File: config.mk
export PLATFORM = sky130hd
export DESIGN_NAME = module_teclado_scan_fifo
export DESIGN_NICKNAME = d
export VERILOG_FILES = /design/src/rtl/teclado_pkg.sv /design/src/rtl/module_key_fifo.sv /design/src/rtl/module_teclado_scan_fifo.sv
export SDC_FILE = /design/constraint.sdc
export NUM_CORES = 1
export LEC_CHECK = 0
export CORE_MARGIN = 2
export CORE_UTILIZATION = 45
export DETAILED_ROUTE_END_ITERATION = 16
export PLACE_DENSITY = 0.69
export SYNTH_ARGS = -nofsm -noshare
export SYNTH_HDL_FRONTEND = slang
export SYNTH_SLANG_ARGS = --single-unit
File: constraint.sdc
create_clock -name clk -period 4.4 [get_ports clk]
set_input_delay 0.44 -clock clk [delete_from_list [all_inputs] [get_ports clk]]
set_output_delay 0.44 -clock clk [all_outputs]
set_load 0.02 [all_outputs]
File: src/rtl/teclado_pkg.sv
// Shared types and helpers for the keypad scanner: FSM states, key-code width
// and the 4x4 legend map used by consumers of the key index.
package teclado_pkg;

  typedef enum logic [1:0] {
    SCAN    = 2'd0,
    CONFIRM = 2'd1,
    HELD    = 2'd2
  } state_e;

  function automatic int key_width(input int n_rows, input int n_cols);
    int n;
    n = n_rows * n_cols;
    return (n > 1) ? $clog2(n) : 1;
  endfunction

  // Legend 1,2,3,A / 4,5,6,B / 7,8,9,C / *,0,#,D with * -> E and # -> F.
  function automatic logic [3:0] idx_to_hex(input logic [3:0] idx);
    logic [3:0] hex;
    case (idx)
      4'd0:    hex = 4'h1;
      4'd1:    hex = 4'h2;
      4'd2:    hex = 4'h3;
      4'd3:    hex = 4'hA;
      4'd4:    hex = 4'h4;
      4'd5:    hex = 4'h5;
      4'd6:    hex = 4'h6;
      4'd7:    hex = 4'hB;
      4'd8:    hex = 4'h7;
      4'd9:    hex = 4'h8;
      4'd10:   hex = 4'h9;
      4'd11:   hex = 4'hC;
      4'd12:   hex = 4'hE;
      4'd13:   hex = 4'h0;
      4'd14:   hex = 4'hF;
      default: hex = 4'hD;
    endcase
    return hex;
  endfunction

endpackage

File: src/rtl/module_key_fifo.sv
// First-word fall-through key-code FIFO with occupancy count. A push into a
// full FIFO succeeds only when a pop retires the head in the same cycle.
module module_key_fifo #(
  parameter int WIDTH = 4,
  parameter int DEPTH = 4
) (
  input  logic                     clk,
  input  logic                     rst,
  input  logic                     push,
  input  logic [WIDTH-1:0]         wdata,
  input  logic                     pop,
  output logic [WIDTH-1:0]         rdata,
  output logic                     empty,
  output logic                     full,
  output logic [$clog2(DEPTH):0]   count
);

  localparam int PW = $clog2(DEPTH);

  logic [WIDTH-1:0] mem_q [DEPTH];
  logic [PW-1:0]    wr_ptr_q, wr_ptr_d;
  logic [PW-1:0]    rd_ptr_q, rd_ptr_d;
  logic [PW:0]      count_q, count_d;
  logic             do_push, do_pop;

  always_comb begin
    // NOTE: every signal written here gets a value on every path, so no latch is inferred.
    empty    = (count_q == '0);
    full     = (count_q == (PW+1)'(DEPTH));
    do_pop   = pop && !empty;
    do_push  = push && (!full || do_pop);
    wr_ptr_d = do_push ? wr_ptr_q + 1'b1 : wr_ptr_q;
    rd_ptr_d = do_pop  ? rd_ptr_q + 1'b1 : rd_ptr_q;
    count_d  = count_q;
    case ({do_push, do_pop})
      2'b10:   count_d = count_q + 1'b1;
      2'b01:   count_d = count_q - 1'b1;
      default: count_d = count_q;
    endcase
    rdata = empty ? '0 : mem_q[rd_ptr_q];
    count = count_q;
  end

  always_ff @(posedge clk) begin
    // NOTE: non-blocking assignments keep every flop sampling pre-edge values.
    if (rst) begin
      wr_ptr_q <= '0;
      rd_ptr_q <= '0;
      count_q  <= '0;
    end else begin
      wr_ptr_q <= wr_ptr_d;
      rd_ptr_q <= rd_ptr_d;
      count_q  <= count_d;
    end
  end

  // NOTE: storage is deliberately not reset; pointers and count define validity.
  always_ff @(posedge clk) begin
    if (do_push) mem_q[wr_ptr_q] <= wdata;
  end

endmodule

File: src/rtl/module_teclado_scan_fifo.sv
// Keypad scanner: one-hot column scan, 2-FF row synchroniser, debounced
// press/release FSM and a FIFO of confirmed key indices drained by valid/ready.
module module_teclado_scan_fifo
  import teclado_pkg::*;
#(
  parameter int N_ROWS          = 4,
  parameter int N_COLS          = 4,
  parameter int SCAN_TICKS      = 1000,
  parameter int DEBOUNCE_CYCLES = 10000,
  parameter int FIFO_DEPTH      = 4,
  parameter int KEY_W           = key_width(N_ROWS, N_COLS)
) (
  input  logic                          clk,
  input  logic                          rst,
  input  logic [N_ROWS-1:0]             row,
  output logic [N_COLS-1:0]             col,
  output logic [KEY_W-1:0]              code,
  output logic                          valido,
  input  logic                          ready,
  output logic                          key_held,
  output logic [$clog2(FIFO_DEPTH):0]   count,
  output logic                          overflow,
  input  logic                          clr_ovf
);

  localparam int CW = $clog2(N_COLS);
  localparam int RW = $clog2(N_ROWS);
  localparam int TW = $clog2(SCAN_TICKS);
  localparam int DW = $clog2(DEBOUNCE_CYCLES + 1);

  state_e              state_q, state_d;
  logic [N_ROWS-1:0]   row_meta_q, row_meta_d;
  logic [N_ROWS-1:0]   s_row_q, s_row_d;
  logic [CW-1:0]       col_idx_q, col_idx_d;
  logic [TW-1:0]       dwell_q, dwell_d;
  logic [DW-1:0]       deb_q, deb_d;
  logic [N_ROWS-1:0]   cand_row_q, cand_row_d;
  logic [RW-1:0]       cand_idx_q, cand_idx_d;
  logic                overflow_q, overflow_d;

  logic [RW-1:0]       s_row_idx;
  logic                s_row_onehot;
  logic [CW-1:0]       next_col_idx;
  logic [DW-1:0]       deb_inc;
  logic                deb_done;
  logic                push, fifo_full, fifo_empty;
  logic [KEY_W-1:0]    push_code;

  always_comb begin
    row_meta_d   = row;
    s_row_d      = row_meta_q;
    s_row_onehot = (s_row_q != '0) && ((s_row_q & (s_row_q - 1'b1)) == '0);
    s_row_idx    = '0;
    for (int i = 0; i < N_ROWS; i++) begin
      if (s_row_q[i]) s_row_idx = RW'(i);
    end
    next_col_idx = (col_idx_q == CW'(N_COLS - 1)) ? '0 : col_idx_q + 1'b1;
    // Saturating increment: the counter can never wrap while parked in a state.
    deb_inc      = (deb_q == DW'(DEBOUNCE_CYCLES)) ? deb_q : deb_q + 1'b1;
    deb_done     = (deb_inc == DW'(DEBOUNCE_CYCLES));
  end

  always_comb begin
    state_d    = state_q;
    col_idx_d  = col_idx_q;
    dwell_d    = dwell_q;
    deb_d      = deb_q;
    cand_row_d = cand_row_q;
    cand_idx_d = cand_idx_q;
    push       = 1'b0;
    case (state_q)
      SCAN: begin
        if (dwell_q == TW'(SCAN_TICKS - 1)) begin
          dwell_d = '0;
          if (s_row_onehot) begin
            state_d    = CONFIRM;
            cand_row_d = s_row_q;
            cand_idx_d = s_row_idx;
            deb_d      = '0;
          end else begin
            // Idle or ghosted (multi-row) samples both just move the scan on.
            col_idx_d = next_col_idx;
          end
        end else begin
          dwell_d = dwell_q + 1'b1;
        end
      end
      CONFIRM: begin
        if (s_row_q != cand_row_q) begin
          state_d   = SCAN;
          col_idx_d = next_col_idx;
          dwell_d   = '0;
          deb_d     = '0;
        end else if (deb_done) begin
          push    = 1'b1;
          state_d = HELD;
          deb_d   = '0;
        end else begin
          deb_d = deb_inc;
        end
      end
      HELD: begin
        if (s_row_q != '0) begin
          deb_d = '0;
        end else if (deb_done) begin
          state_d   = SCAN;
          col_idx_d = next_col_idx;
          dwell_d   = '0;
          deb_d     = '0;
        end else begin
          deb_d = deb_inc;
        end
      end
      default: state_d = SCAN;
    endcase
  end

  always_comb begin
    col            = '0;
    col[col_idx_q] = 1'b1;
    key_held       = (state_q == HELD);
    push_code      = KEY_W'(int'(cand_idx_q) * N_COLS + int'(col_idx_q));
    overflow_d     = overflow_q;
    if (clr_ovf) overflow_d = 1'b0;
    // A drop sets the flag even when clr_ovf is asserted in the same cycle.
    if (push && fifo_full && !(valido && ready)) overflow_d = 1'b1;
  end

  always_ff @(posedge clk) begin
    if (rst) begin
      state_q    <= SCAN;
      row_meta_q <= '0;
      s_row_q    <= '0;
      col_idx_q  <= '0;
      dwell_q    <= '0;
      deb_q      <= '0;
      cand_row_q <= '0;
      cand_idx_q <= '0;
      overflow_q <= 1'b0;
    end else begin
      state_q    <= state_d;
      row_meta_q <= row_meta_d;
      s_row_q    <= s_row_d;
      col_idx_q  <= col_idx_d;
      dwell_q    <= dwell_d;
      deb_q      <= deb_d;
      cand_row_q <= cand_row_d;
      cand_idx_q <= cand_idx_d;
      overflow_q <= overflow_d;
    end
  end

  module_key_fifo #(
    .WIDTH (KEY_W),
    .DEPTH (FIFO_DEPTH)
  ) u_fifo (
    .clk   (clk),
    .rst   (rst),
    .push  (push),
    .wdata (push_code),
    .pop   (ready),
    .rdata (code),
    .empty (fifo_empty),
    .full  (fifo_full),
    .count (count)
  );

  assign valido   = !fifo_empty;
  assign overflow = overflow_q;

endmodule

==> flow_metrics.py, run 1 <==
metrics = {
    "run_status": {
        "outcome": "finished clean",
    },
    "timing": {
        "fin_crit_ps": 3366,
        "totalNegativeSetupSlack_ps": 0,
        "timing.max_slew.rel_slack_pct": 42.27,
        "final.setup_skew_ps": 7.764,
        "rsz0062_at_grt": "no",
        "hold_slack_ps": 441.5,
        "tightest_slew_ps": 864.3,
        "setup_violations": 0,
        "slew_violations": 0,
        "layout_worst_path_cycle_share_pct": 76.51,
        "fmax_mhz": 297.1,
        "setup_ws_ps": 1034,
        "finalHoldViolCount": 0,
    },
    "clocking": {
        "cts_inserted_buffers": 9,
        "number_of_post_cts_setup_repair_buffers": 0,
        "clk_pin_slew_worst_paths_ps": 80,
        "cts_buffer_depth": 2,
        "cts-root-buf": "clkbuf_8",
        "clk_latency_ps": 350,
        "tritoncts_clock_tree": "built",
        "hold_buffers": 0,
        "ctsHtreeMaxLevel": 3,
        "clock_sink_count": 68,
        "cts.repair.resized": 0,
    },
    "finish": {
        "post_route_cells_drive_above_1_share_pct": 7.980,
        "final_standard_cell_utilization_of_the_core_pct": 51.82,
        "diodes_inserted": 0,
        "filler_cell_count": 717,
        "layout.cell_area.non_filler_um2": 3984,
        "areaGrowthSynthToFinish_pct": 11.80,
        "stdcell_count": 503,
        "final_nets": 421,
    },
    "logic_synthesis": {
        "post-synth-top-area-cell": "dfxtp_1",
        "synth-async-reset-ratio_pct": 0,
        "synthesis.instances": 381,
        "synth_fa_ha_area_share_pct": 6.180,
        "synth_top_family_by_area": "simple AND/OR/NAND/NOR gates",
        "synth.cell_area_um2": 3563,
        "synth-seq-cells": 68,
        "synth_xor_area_share_pct": 2.949,
        "synth-seq-area-share_pct": 42.70,
        "synth-main-ff-cell": "dfxtp_1",
        "synth_area_in_simple_gates_pct": 24.82,
        "synth_fp_nets": 406,
        "yosysWarnings": 0,
        "yosys.area.top_type_share_pct": 29.21,
        "avgSynthCellArea_um2": 9.353,
        "top_area_cells_in_the_synthesized_netlist": "dfxtp_1 (29%), edfxtp_1 (13%), ha_1 (5.6%)",
        "edff_count_synth": 16,
        "post_synthesis_compound_gate_area_fraction_pct": 13.17,
        "synth.mux.area_fraction_pct": 4.494,
        "synth_cell_type_count": 63,
    },
    "worst_setup_path": {
        "delay_of_the_slowest_critical_path_stage_ps": 560,
        "crit_family": "simple AND/OR/NAND/NOR gates",
        "setup.worst_path.end_class": "flop",
        "crit_chain": "or3b_1, or4_4, mux2i_1, nand3_1, nor4_4, inv_1, ha_1, inv_1, fa_1, xor2_1, or3_1, a21oi_1",
        "worstPathMaxFanout": 9,
        "worst_setup_path_start_kind": "flop",
        "worstSetupPathType": "flop to flop",
        "critPathMostFrequentCell": "inv_1",
        "cp.arrival_ps": 3640,
        "critical_path.n_buffers_inverters": 2,
        "crit_slowest_cell": "or4_4",
        "cp.required_ps": 4680,
    },
    "drt": {
        "post-route-drc-count": 0,
        "number_of_drc_markers_in_iteration_0": 184,
        "route.detailed.vias_per_inst": 5.408,
        "drt_pass1_iterations": 4,
        "postRouteAntennaNets": 0,
        "met3_wirelength_um": 223,
        "routed.top_layer": "met4",
        "wl_met2_um": 3216,
        "vias": 2720,
        "drt-total-wl_um": 6747,
        "wire_per_inst_um": 13.41,
        "detail_route.wirelength.met1_um": 3221,
    },
    "die": {
        "fp.dieArea_um2": 8646,
        "die-height_um": 92.99,
        "core_area_um2": 7687,
        "chipWidth_um": 92.99,
        "initial_core_util_pct": 46.35,
        "row_count": 32,
        "ports": 22,
    },
    "global_routing": {
        "pin_count_of_the_biggest_net_entering_global_routing": 49,
        "initial_antenna_violation_count": 0,
        "first_global_vias": 2632,
        "gr-usage-all-layers_pct": 17.20,
        "grt_remaining_overflow": 0,
        "wire_length_of_the_first_global_routing_pass_um": 11940,
    },
    "power": {
        "p_leak_nw": 1.465,
        "power_density_nw_per_um2": 320.8,
        "post-layout-total-power_mw": 1.278,
        "peakVddDrop_v": 0.0001433,
    },
    "placed_design": {
        "placed_cell_area_um2": 3784,
        "pre_cts_slack_ps": 1063,
        "finalWeightedCongestion": 0.8425,
        "numPortBuffers": 21,
        "dp.final_hpwl_um": 4703,
        "placed_cells": 487,
    },
    "job": {
        "cap_viol_max_count": 0,
    },
    "hold_path": {
        "min-delay-path-class": "flop to flop",
    },
}
## per-layer routing
metal	track usage (%)	vias up
met5	0	-
met4	7.721	0
met3	4.110	6
met2	27.48	41
met1	22.17	1287
li1	-	1386
## synth_stat cells, types with 10 or more instances
| cell type | number |
|---|---|
| nor3_1 | 12 |
| inv_1 | 23 |
| nor2b_1 | 13 |
| o21ai_0 | 10 |
| a21oi_1 | 19 |
| ha_1 | 16 |
| and2_1 | 12 |
| dfxtp_1 | 52 |
| nand3_1 | 21 |
| edfxtp_1 | 16 |
| nand2_1 | 35 |
| nor2_1 | 34 |
## placed cells by master, fill, tap and decap left out, types with 4 or more instances in the layout
cell,instances
dfxtp_1,52
nand2_1,35
nor2_1,34
inv_1,23
nand3_1,21
clkdlybuf4s50_1,20
a21oi_1,19
ha_1,16
edfxtp_1,16
nor2b_1,13
and2_1,12
nor3_1,12
o21ai_0,10
clkbuf_8,9
or3_1,7
xor2_1,7
mux2i_1,7
nand4_1,6
a32o_1,6
xnor2_1,5
mux4_2,4
and3_1,4
and4_1,4
a31o_2,4
## registers in the layout, summed over array words and instances (netlist names), named ones only
name	count
deb_q	14
state_q	2
u_fifo.rd_ptr_q	2
u_fifo.count	3
cand_row_q	4
col_idx_q	2
u_fifo.wr_ptr_q	2
row_meta_q	4
u_fifo.mem_q	16
s_row_q	4
overflow	1
cand_idx_q	2
dwell_q	10
## power by group
part           leakage [nW]  internal (mW)  switching [mW]
sequential            0.569          0.648          0.0128
combinational         0.799         0.0415          0.0577
clock                0.0974          0.264           0.254
total                  1.47          0.954           0.324
## final timing paths
check	startpoint	to	slack, ps	depth (start not counted)
setup / recovery	deb_q[4]	u_fifo.count[2]	1030	12
hold / removal	row_meta_q[2]	s_row_q[2]	440	1
setup reg to reg	deb_q[4]	u_fifo.count[2]	1030	12
hold reg to reg	row_meta_q[2]	s_row_q[2]	440	1
## cell type report
cell class	count	area, µm²	area share [%]
clock buffers	9	123.9	3.109
clock inverters	7	76.32	1.916
inverters	24	90.09	2.261
multi-input cells	272	1839	46.17
flip-flops and latches	68	1521	38.19
well taps	102	127.6	3.204
repair buffers	21	205.2	5.151
## cells by family after synthesis
logic type | Yosys count
buf+inv | 41
mux | 11
simple gates | 166
flops | 68
compound gates | 66
fa+ha+maj | 17
xor+xnor | 12
(Power assumes the default switching activity.)
==> run 2: changes to the inputs <==
==> constraint.sdc (replaced) <==
create_clock -name clk -period 3.2 [get_ports clk]
set_input_delay 0.32 -clock clk [delete_from_list [all_inputs] [get_ports clk]]
set_output_delay 0.32 -clock clk [all_outputs]
set_load 0.02 [all_outputs]
==> run 2 against run 1 <==
  * Die area did not move
  * Worst setup slack got worse by 850 ps
  * Maximum frequency is 12% higher
  * Critical path type unchanged
  * Largest cell class unchanged
  * Utilization up 0.75 points
  * Final cell count rose by 1.4%
  * Non-clock buffer count grew 7
  * Flip-flop and latch count did not move
  * Clock power up 42%
  * Routed wire length is 0.46% higher
  * Highest routed layer unchanged
  * Global-route usage is 0.65 points lower
  * Worst hold slack lost 15 ps
  * Register-to-register slack worse by 850 ps
==> flow_metrics.py, run 2 (synthesized netlist as in run 1, its figures left out) <==
metrics = {
    "finish": {
        "largest_register_ff_count": 16,
        "filler_cell_count": 755,
        "max_flop_register": "u_fifo.mem_q",
        "diodes_inserted": 0,
        "areaGrowthSynthToFinish_pct": 13.41,
        "largestRegisters": "u_fifo.mem_q x16, deb_q x14, dwell_q x10",
        "most-common-layout-cells": "dfxtp_1 (51), nand2_1 (35), nor2_1 (34)",
        "most_common_cell_after_layout_fill_and_taps_aside": "dfxtp_1",
        "post_route_cells_drive_above_1_share_pct": 10.05,
        "final_nets": 428,
        "stdcell_count": 510,
    },
    "timing": {
        "totalNegativeSetupSlack_ps": 0,
        "hold_slack_ps": 426.1,
        "setup_violations": 0,
        "fmax_mhz": 331.5,
        "setup_ws_ps": 183.0,
        "rsz0062_at_grt": "no",
        "slew_violations": 0,
        "tightest_slew_ps": 798.9,
        "fin_crit_ps": 3017,
        "layout_worst_path_cycle_share_pct": 94.28,
        "finalHoldViolCount": 0,
        "final.setup_skew_ps": 10.27,
        "timing.max_slew.rel_slack_pct": 46.64,
    },
    "worst_setup_path": {
        "cp.required_ps": 3490,
        "cp.arrival_ps": 3300,
        "worst_setup_path_startpoint": "deb_q[7]",
        "worstSetupPathType": "flop to flop",
        "worst_setup_path_start_kind": "flop",
        "setup.worst_path.end_class": "flop",
        "crit-reg2reg-launch": "deb_q[7]",
        "worstPathMaxFanout": 7,
    },
    "drt": {
        "postRouteAntennaNets": 0,
        "post-route-drc-count": 0,
        "vias": 2761,
        "number_of_drc_markers_in_iteration_0": 119,
        "wire_per_inst_um": 13.29,
        "route.detailed.vias_per_inst": 5.414,
        "drt_pass1_iterations": 4,
        "drt-total-wl_um": 6778,
    },
    "die": {
        "ports": 22,
        "core_area_um2": 7687,
        "row_count": 32,
        "die-height_um": 92.99,
        "fp.dieArea_um2": 8646,
        "initial_core_util_pct": 46.35,
        "chipWidth_um": 92.99,
    },
    "power": {
        "combinationalPowerShare_pct": 7.7,
        "power_density_nw_per_um2": 441.1,
        "clkPwrFrac_pct": 41.3,
        "p_leak_nw": 1.503,
        "cell_internal_pwr_mw": 1.319,
        "switching_power_mw": 0.4641,
        "peakVddDrop_v": 0.0002075,
        "power_switching_share_pct": 26.03,
        "pwr-share-seq_pct": 50.9,
    },
    "clocking": {
        "clk_latency_ps": 360,
        "number_of_post_cts_setup_repair_buffers": 0,
        "cts-root-buf": "clkbuf_8",
        "ctsHtreeMaxLevel": 3,
        "cts_buffer_depth": 2,
        "clock_sink_count": 68,
        "cts_inserted_buffers": 9,
        "clk_pin_slew_worst_paths_ps": 80,
        "tritoncts_clock_tree": "built",
    },
    "placed_design": {
        "dp.final_hpwl_um": 4757,
        "placed_cells": 494,
        "pre_cts_slack_ps": 170.9,
        "numPortBuffers": 21,
        "finalWeightedCongestion": 0.8114,
    },
    "global_routing": {
        "gr-usage-all-layers_pct": 16.55,
        "first_global_vias": 2597,
        "grt_remaining_overflow": 0,
        "wire_length_of_the_first_global_routing_pass_um": 11540,
        "initial_antenna_violation_count": 0,
        "pin_count_of_the_biggest_net_entering_global_routing": 30,
    },
    "hold_path": {
        "min-delay-path-class": "input port to flop",
        "hp-start": "rst",
    },
    "job": {
        "cap_viol_max_count": 0,
    },
    "run_status": {
        "outcome": "finished clean",
    },
}
## run 2: power by group through the flow
stage          registers, mW  clock network, mW  logic [mW]
3_3_place_gp           0.927                  0       0.135
6_report               0.908              0.737       0.138
3_5_place_dp           0.928                  0       0.137
2_1_floorplan          0.922                  0       0.110
5_1_grt                0.911              0.787       0.155
4_1_cts                0.908              0.753       0.139
## run 2: critical path: stages (launching register included)
cell and delay (ps):
dfxtp_1 370, or4b_1 520, or4_4 440, mux2i_1 190, nand3_1 140, nor4_4 240, inv_1 70, ha_1 200
inv_1 70, fa_1 180, xor2_1 80, or3_1 310, a21oi_1 150
## run 2: layout make-up
type / instances / area [µm²] / area share [%]
timing repair buffer: 28 / 257.7 / 6.378
sequential: 68 / 1523 / 37.68
tap: 102 / 127.6 / 3.158
multi-input combinational: 272 / 1839 / 45.51
inverter: 24 / 90.09 / 2.229
clock inverter: 7 / 80.08 / 1.981
clock buffer: 9 / 123.9 / 3.065
## run 2: stage by stage
step           instance area (µm²)  util [%]  power, mW
6_report                      4041     52.57      1.783
5_1_grt                       4041     52.57      1.853
2_1_floorplan                 3563         -      1.032
4_1_cts                       4040     52.56      1.799
3_3_place_gp                  3836     49.90      1.063
3_5_place_dp                  3836     49.90      1.066
## run 2: per-layer routing
layer / part of all wire [%] / wire length [µm] / GRT usage (%) / up-vias
met1: 48 / 3283 / 21.27 / 1290
met3: 4.3 / 293 / 4.029 / 8
met2: 46 / 3118 / 26.81 / 58
met4: 1.2 / 82 / 6.740 / 0
met5: 0 / 0 / 0 / -
li1: - / - / - / 1405
## run 2: repair_timing
item / CTS / global route
hold buffers: 0 / 0
resized for setup: 0 / 1
hold endpoints to repair: 0 / 0
endpoints found under the setup margin: 0 / 1
## run 2: path summary, 6_finish.rpt
| check | end | slack (ps) | cells after the start |
|---|---|---|---|
| worst max-delay path | u_fifo.count[2] | 180 | 12 |
| worst min-delay path | cand_row_q[2] | 430 | 2 |
| worst max register to register | u_fifo.count[2] | 180 | 12 |
| worst min register to register | s_row_q[2] | 440 | 1 |
